## src/rtl/arb_mux2.sv

```systemverilog
// arb_mux2: two-source round-robin front end for the 2:1 byte mux datapath.
// Accepts words from sources A and B over valid/ready handshakes. On a tie it
// alternates fairly between them. The winner is held in one output register,
// together with the select value that the downstream mux stage consumes.
// Per-source transfer counters are provided for debug visibility.
module arb_mux2 #(
    parameter int DATA_W = 8,
    parameter int CNT_W  = 8
) (
    input  logic              clk,
    input  logic              reset,
    input  logic              a_valid_i,
    input  logic [DATA_W-1:0] a_data_i,
    output logic              a_ready_o,
    input  logic              b_valid_i,
    input  logic [DATA_W-1:0] b_data_i,
    output logic              b_ready_o,
    output logic              y_valid_o,
    output logic [DATA_W-1:0] y_data_o,
    output logic              sel_o,
    input  logic              y_ready_i,
    output logic [CNT_W-1:0]  cnt_a_o,
    output logic [CNT_W-1:0]  cnt_b_o
);

    // Source identifiers share the polarity of the downstream mux select.
    localparam logic SRC_A = 1'b0;
    localparam logic SRC_B = 1'b1;

    logic              out_valid_q, out_valid_d;
    logic [DATA_W-1:0] out_data_q,  out_data_d;
    logic              out_sel_q,   out_sel_d;
    logic              last_grant_q, last_grant_d;
    logic [CNT_W-1:0]  cnt_a_q,     cnt_a_d;
    logic [CNT_W-1:0]  cnt_b_q,     cnt_b_d;

    logic load_en_s;
    logic grant_s;
    logic grant_id_s;

    // Arbitration: decide whether a word can be taken this cycle and from whom.
    always_comb begin
        load_en_s  = ~out_valid_q | y_ready_i;
        grant_s    = 1'b0;
        grant_id_s = SRC_A;
        if (load_en_s && !reset) begin
            case ({a_valid_i, b_valid_i})
                2'b10: begin
                    grant_s    = 1'b1;
                    grant_id_s = SRC_A;
                end
                2'b01: begin
                    grant_s    = 1'b1;
                    grant_id_s = SRC_B;
                end
                2'b11: begin
                    // On a tie the source that did not win last time is served.
                    grant_s    = 1'b1;
                    grant_id_s = ~last_grant_q;
                end
                default: begin
                    grant_s    = 1'b0;
                    grant_id_s = SRC_A;
                end
            endcase
        end else begin
            grant_s    = 1'b0;
            grant_id_s = SRC_A;
        end
    end

    // Handshake outputs: a ready can only go high for the granted source.
    always_comb begin
        a_ready_o = grant_s & (grant_id_s == SRC_A);
        b_ready_o = grant_s & (grant_id_s == SRC_B);
    end

    // Next-state: load on grant, drop valid on a bare drain, otherwise hold.
    always_comb begin
        out_valid_d  = out_valid_q;
        out_data_d   = out_data_q;
        out_sel_d    = out_sel_q;
        last_grant_d = last_grant_q;
        cnt_a_d      = cnt_a_q;
        cnt_b_d      = cnt_b_q;
        if (grant_s) begin
            // A drain in the same cycle is covered: the new word replaces the old.
            out_valid_d  = 1'b1;
            out_data_d   = (grant_id_s == SRC_B) ? b_data_i : a_data_i;
            out_sel_d    = grant_id_s;
            last_grant_d = grant_id_s;
            if (grant_id_s == SRC_B) begin
                cnt_b_d = cnt_b_q + CNT_W'(1);
            end else begin
                cnt_a_d = cnt_a_q + CNT_W'(1);
            end
        end else if (out_valid_q && y_ready_i) begin
            // Data and select keep their last values after a drain.
            out_valid_d = 1'b0;
        end else begin
            out_valid_d = out_valid_q;
        end
    end

    // State register with synchronous reset; last_grant resets to B so A wins the first tie.
    always_ff @(posedge clk) begin
        if (reset) begin
            out_valid_q  <= 1'b0;
            out_data_q   <= {DATA_W{1'b0}};
            out_sel_q    <= SRC_A;
            last_grant_q <= SRC_B;
            cnt_a_q      <= {CNT_W{1'b0}};
            cnt_b_q      <= {CNT_W{1'b0}};
        end else begin
            out_valid_q  <= out_valid_d;
            out_data_q   <= out_data_d;
            out_sel_q    <= out_sel_d;
            last_grant_q <= last_grant_d;
            cnt_a_q      <= cnt_a_d;
            cnt_b_q      <= cnt_b_d;
        end
    end

    // Registered outputs straight from the state flops.
    always_comb begin
        y_valid_o = out_valid_q;
        y_data_o  = out_data_q;
        sel_o     = out_sel_q;
        cnt_a_o   = cnt_a_q;
        cnt_b_o   = cnt_b_q;
    end

endmodule

```

## config.mk

```make
export PLATFORM = sky130hd
export DESIGN_NAME = arb_mux2
export DESIGN_NICKNAME = d
export VERILOG_FILES = /design/src/rtl/arb_mux2.sv
export SDC_FILE = /design/constraint.sdc
export NUM_CORES = 1
export LEC_CHECK = 0
export BUFFER_PORTS_ARGS = -buffer_cell sky130_fd_sc_hd__buf_2
export CAP_MARGIN = 15
export CORE_MARGIN = 5
export CORE_UTILIZATION = 46
export DETAILED_ROUTE_END_ITERATION = 10
export GPL_ROUTABILITY_DRIVEN = 0
export PLACE_DENSITY = 0.77
export RECOVER_POWER = 50
export SLEW_MARGIN = 20
export SYNTH_ARGS = -nofsm -noshare
export SYNTH_HDL_FRONTEND = slang
export SYNTH_SLANG_ARGS = --single-unit
```

## constraint.sdc

```tcl
create_clock -name clk -period 1.6 [get_ports clk]
set_input_delay 0.16 -clock clk [delete_from_list [all_inputs] [get_ports clk]]
set_output_delay 0.16 -clock clk [all_outputs]
set_load 0.05 [all_outputs]
```

==> results of run 1 <==
[sequential cells by signal (all words and copies together) (netlist names)]
register	count
cnt_b_o	8
sel_o	1
last_grant_q	1
y_valid_o	1
cnt_a_o	8
y_data_o	8
[kinds of logic (layout without fill, tap and decap cells)]
logic type	Yosys count	after routing	share of synthesized area (%)
buffers and inverters	15	65	6.01
adder cells (fa/ha/maj)	2	2	2.11
AND/OR/NAND/NOR	48	48	23.2
multiplexers	4	4	3.59
AO/OA/AOI/OAI	24	24	15.1
flip-flops	27	27	45.6
XOR/XNOR	6	6	4.43
[critical path, delay by kind of cell, from the launching register on]
family / cells / cell delay, ns
DFF: 1 / 0.37
AOI/OAI and AO/OA: 1 / 0.24
buffers and inverters: 2 / 0.29
and+or+nand+nor: 1 / 0.14
[per-stage QoR]
stage	cell area [µm²]	setup TNS [ns]	utilization, %	setup slack, ns
global placement	1450	0	58.6	0.199
floorplan	1190	0	-	0.00239
global route	1480	-0.0181	59.7	-0.0181
finish	1480	0	59.7	0.0707
CTS	1500	0	60.6	0.0160
detailed placement	1450	0	58.6	0.143
[layout make-up]
| cell class | count | share of cell area (%) |
|---|---|---|
| multi-input combinational | 84 | 39.2 |
| clock buffer | 3 | 1.52 |
| inverter | 10 | 2.70 |
| clock inverter | 1 | 0.507 |
| tap | 30 | 2.54 |
| timing repair buffer | 51 | 16.7 |
| sequential | 27 | 36.9 |
[cells in the mapped netlist (all sizes together) (2+ instances only)]
master / number
dfxtp: 27
nor2: 12
inv: 10
a222oi: 8
a21oi: 7
nand2: 7
nand3: 5
nand4: 5
nor2b: 5
nand2b: 4
o21ai: 4
o31ai: 4
xor2: 4
clkbuf: 3
or2: 3
and4b: 2
buf: 2
ha: 2
mux2: 2
mux2i: 2
or4: 2
xnor2: 2
[final timing paths]
| kind | slack, ns | cells after the start | from | endpoint |
|---|---|---|---|---|
| worst min-delay path | 0.04 | 3 | b_data_i[1] | y_data_o[1] |
| worst min register to register | 0.47 | 2 | sel_o | sel_o |
| worst max-delay path | 0.07 | 4 | last_grant_q | b_ready_o |
| worst max register to register | 0.10 | 5 | last_grant_q | cnt_a_o[6] |
[what timing repair did]
action	4_1_cts	5_1_grt
resized for setup	5	2
gates cloned	0	0
endpoints found under the setup margin	2	1
hold buffers	0	0
buffers inserted	1	0
[power groups by stage]
| stage | clock (mW) | sequential, mW | combinational, mW |
|---|---|---|---|
| 2_1_floorplan | 0 | 0.830 | 0.0860 |
| 5_1_grt | 0.325 | 0.728 | 0.270 |
| 6_report | 0.307 | 0.724 | 0.252 |
| 4_1_cts | 0.310 | 0.724 | 0.259 |
| 3_3_place_gp | 0 | 0.736 | 0.246 |
| 3_5_place_dp | 0 | 0.737 | 0.252 |
[per-layer routing]
layer / part of all wire (%) / global-route usage [%]
met1: 46 / 20.2
met2: 45 / 25.2
met3: 8.2 / 2.77
met4: 0.64 / 4.64
met5: 0 / 0
==> results.sh, run 1 <==
export IMPL_status="finished clean"
export IMPL_dp_cells=201
export IMPL_grt_max_degree=17
export IMPL_cp_required_ns=1.44
export IMPL_period_needed_ns=1.53
export IMPL_clk_pin_slew_ns=0.16
export IMPL_crit_arrival_ns=1.37
export IMPL_ant_nets=0
export IMPL_final_cell_mix="26 x buf_2, 23 x dfxtp_1, 20 x clkbuf_1"
export IMPL_seqCellArea_um2=546
export IMPL_cap_viol_max_count=0
export IMPL_die_h_um=60.8
export IMPL_core_um2=2480
export IMPL_cts_tree="done"
export IMPL_dr_pass1_iters=4
export IMPL_clk_latency_ns=0.33
export IMPL_htreeDepth=1
export IMPL_p_seq_share_pct=56.5
export IMPL_hold_slack_ns=0.0391
export IMPL_drive_gt1_share_pct=28.4
export IMPL_rsz0062_at_grt="true"
export IMPL_dp_hpwl_mm=2.00
export IMPL_skew_ns=0.0134
export IMPL_diodes=0
export IMPL_cp_end_kind="primary output"
export IMPL_antenna_found_initial=0
export IMPL_clkPwrFrac_pct=23.9
export IMPL_p_int_mw=0.872
export IMPL_drt_iter0_markers=65
export IMPL_ys_seq_area_share_pct=45.6
export IMPL_root_buffer="clkbuf_4"
export IMPL_finalNetCount=200
export IMPL_drt_vias_per_instance=5.31
export IMPL_syn_area_um2=1190
export IMPL_synth_area_leaders="dfxtp_1 46%, a222oi_1 6.8%, nor2_1 3.8%"
export IMPL_vias=1093
export IMPL_yosys_register_bits=27
export IMPL_clock_sinks=27
export IMPL_dieArea_um2=3690
export IMPL_period_share_pct=95.6
export IMPL_clk_path_buf_depth=2
export IMPL_grt_pass1_wl_mm=4.33
export IMPL_cts_inserted_buffers=3
export IMPL_max_stage_delay_ns=0.37
export IMPL_synthToLayoutAreaGrowth_pct=24.8
export IMPL_synth_edf_count=0
export IMPL_switching_share_pct=32.0
export IMPL_fin_cells=206
export IMPL_hold_path_class="input port to flip-flop"
export IMPL_switchingPower_mw=0.411
export IMPL_ioPinCount=49
export IMPL_yosys_warnings=0
export IMPL_die_w_um=60.8
export IMPL_multi_input_area_um2=581
export IMPL_finalPower_mw=1.28
export IMPL_peakVddDrop_mv=0.554
export IMPL_grt_pass1_vias=1008
export IMPL_syn_inst=126
export IMPL_cp_max_fo=8
export IMPL_slew_headroom_pct=51.5
export IMPL_io_buffer_count=48
export IMPL_leakage_nw=0.643
export IMPL_worst_path_max_delay_cell="dfxtp_1"
export IMPL_critPathKind="flip-flop to primary output"
export IMPL_synth_ff_type="dfxtp_1"
export IMPL_async_flop_share_pct=0
export IMPL_hold_viol_final=0
export IMPL_finalWirelength_mm=2.67
export IMPL_initial_core_util_pct=47.9
export IMPL_ys_types=33
export IMPL_num_fill_cells=244
export IMPL_setup_viol_count_final=0
export IMPL_comb_power_share_pct=19.7
export IMPL_worst_slew_pin_slew_ns=0.728
export IMPL_avgSynthCellArea_um2=9.41
export IMPL_critPathLaunchType="flip-flop"
export IMPL_maxSlewViolCount=0
export IMPL_synth_top_cell_area_share_pct=45.6
export IMPL_post_drt_wl_per_cell_um=12.9
export IMPL_grt_use_total_pct=15.2
export IMPL_fmax_mhz=654
export IMPL_powerDensity_nw_per_um2=867
export IMPL_synth_nets=149
export IMPL_drc=0
export IMPL_grt_overflow_total=0
export IMPL_rows=18
export IMPL_yosysTopAreaCell="dfxtp_1"
export IMPL_crit_chain="a21oi_2, nand3_4, inv_4, buf_6"
export IMPL_layout_cells_most_common="buf_2"
(Power assumes the default switching activity.)
==> run 2, diff against run 1 <==
Settings changed: CORE_UTILIZATION 46 to 50, PLACE_DENSITY 0.77 to 0.83.
Clock period 1.6 ns to 1.9 ns, I/O delays scaled along.
==> run 2 against run 1 <==
Net effect: combinational power decreased by 19%; clock skew decreased by 0.0083 ns; cell count decreased by 1.9%; sequential power decreased by 16%; utilization increased by 4.7 points; sequential cell count unchanged; die area decreased by 6.7%; count of clock-buffer cells in the layout increased by 1; setup slack improved by 0.062 ns; largest power group unchanged; routed wire length about the same.
==> results.sh, run 2 (synthesized netlist as in run 1, its figures left out) <==
export IMPL_vias=1107
export IMPL_grt_met2_usage_pct=26.5
export IMPL_finalNetCount=198
export IMPL_post_cts_buffers=0
export IMPL_met3_usage_pct=3.73
export IMPL_grtUsageMet1_pct=20.0
export IMPL_cp_max_fo=12
export IMPL_grt_pass1_vias=1031
export IMPL_peakVddDrop_mv=0.527
export IMPL_layout_cells_most_common="dfxtp_1"
export IMPL_io_buffer_count=48
export IMPL_grt_pass1_wl_mm=4.41
export IMPL_hold_viol_final=0
export IMPL_fmax_mhz=566
export IMPL_ctsResizeCount=0
export IMPL_period_share_pct=93.0
export IMPL_clock_sinks=27
export IMPL_setup_viol_count_final=0
export IMPL_slew_headroom_pct=50.4
export IMPL_hold_slack_ns=0.0784
export IMPL_drt_iter0_markers=45
export IMPL_critPathKind="flip-flop to primary output"
export IMPL_maxSlewViolCount=0
export IMPL_die_w_um=58.7
export IMPL_status="finished clean"
export IMPL_switching_share_pct=30.9
export IMPL_root_buffer="clkbuf_4"
export IMPL_rows=17
export IMPL_grt_use_total_pct=16.4
export IMPL_p_int_mw=0.731
export IMPL_skew_ns=0.00509
export IMPL_post_drt_wl_per_cell_um=13.2
export IMPL_initial_core_util_pct=53.1
export IMPL_htreeDepth=1
export IMPL_drc=0
export IMPL_ioPinCount=49
export IMPL_dp_hpwl_mm=2.06
export IMPL_die_h_um=58.7
export IMPL_synthToLayoutAreaGrowth_pct=21.4
export IMPL_critPathLaunchType="flip-flop"
export IMPL_p_seq_share_pct=57.7
export IMPL_dr_pass1_iters=5
export IMPL_dieArea_um2=3450
export IMPL_worst_slew_pin_slew_ns=0.744
export IMPL_final_cell_mix="27 x dfxtp_1, 26 x buf_2, 22 x clkbuf_1"
export IMPL_core_um2=2230
export IMPL_diodes=0
export IMPL_cts_tree="done"
export IMPL_clkPwrFrac_pct=23.0
export IMPL_finalWirelength_mm=2.67
export IMPL_grt_busiest_layer="met2"
export IMPL_grt_max_degree=18
export IMPL_tns_ns=0
export IMPL_grt_overflow_total=0
export IMPL_drive_gt1_share_pct=24.1
export IMPL_period_needed_ns=1.77
export IMPL_powerDensity_nw_per_um2=734
export IMPL_switchingPower_mw=0.326
export IMPL_num_fill_cells=220
export IMPL_leakage_nw=0.619
export IMPL_ctsHoldBuffers=0
export IMPL_hold_path_class="input port to flip-flop"
export IMPL_clk_path_buf_depth=2
export IMPL_antenna_found_initial=0
export IMPL_crit_arrival_ns=1.58
export IMPL_ant_nets=0
export IMPL_comb_power_share_pct=19.3
export IMPL_clk_pin_slew_ns=0.14
export IMPL_drt_vias_per_instance=5.48
export IMPL_cp_required_ns=1.71
export IMPL_cap_viol_max_count=0
export IMPL_dp_cells=198
export IMPL_rsz0062_at_grt="false"
export IMPL_clk_latency_ns=0.32
export IMPL_cp_end_kind="primary output"
export IMPL_cts_inserted_buffers=3
export IMPL_fin_cells=202
-- run 2: changes by cell type in the layout (fill, tap and decap cells not counted), sizes merged --
cell / change
inv: -1
buf: -4
clkbuf: +3
-- run 2: path summary, 6_finish.rpt --
check	startpoint	end	slack, ns	depth (start not counted)
worst max-delay path	last_grant_q	b_ready_o	0.13	4
worst max register to register	cnt_b_o[3]	cnt_b_o[7]	0.35	4
worst min register to register	sel_o	sel_o	0.46	2
worst min-delay path	b_data_i[0]	y_data_o[0]	0.08	3
-- run 2: cell type report --
cell class	count	area, µm²	share of cell area (%)
Timing Repair Buffer	49	224	15.6
Sequential cell	27	541	37.5
Multi-Input combinational cell	84	573	39.8
Clock buffer	4	26.3	1.82
Inverter	10	41.3	2.87
Tap cell	28	35.0	2.43
-- run 2: metal layers --
| metal | part of all wire, % | wire length, µm |
|---|---|---|
| met1 | 43 | 1140 |
| met2 | 48 | 1270 |
| met3 | 7.5 | 200 |
| met4 | 2.0 | 53 |
| met5 | 0 | 0 |
-- run 2: through the flow --
stage / utilization [%] / power [mW] / setup slack (ns) / instance area (µm²)
6_report: 64.5 / 1.06 / 0.132 / 1440
5_1_grt: 64.5 / 1.10 / 0.0260 / 1440
4_1_cts: 65.4 / 1.07 / 0.0154 / 1460
2_1_floorplan: - / 0.771 / 0.131 / 1190
3_3_place_gp: 64.3 / 0.825 / 0.407 / 1440
3_5_place_dp: 64.3 / 0.830 / 0.337 / 1440
-- run 2: power groups by stage --
| stage | Clock (mW) | Sequential, mW | Combinational (mW) |
|---|---|---|---|
| 3_3_place_gp | 0 | 0.620 | 0.205 |
| 6_report | 0.243 | 0.609 | 0.204 |
| 2_1_floorplan | 0 | 0.699 | 0.0725 |
| 4_1_cts | 0.249 | 0.609 | 0.210 |
| 5_1_grt | 0.268 | 0.613 | 0.219 |
| 3_5_place_dp | 0 | 0.620 | 0.210 |
-- run 2: worst max-delay path, stage by stage, from the launching register on --
cell	delay (ns)
dfxtp_1	0.36
a21oi_2	0.20
nand3_2	0.17
clkinvlp_4	0.22
buf_2	0.30
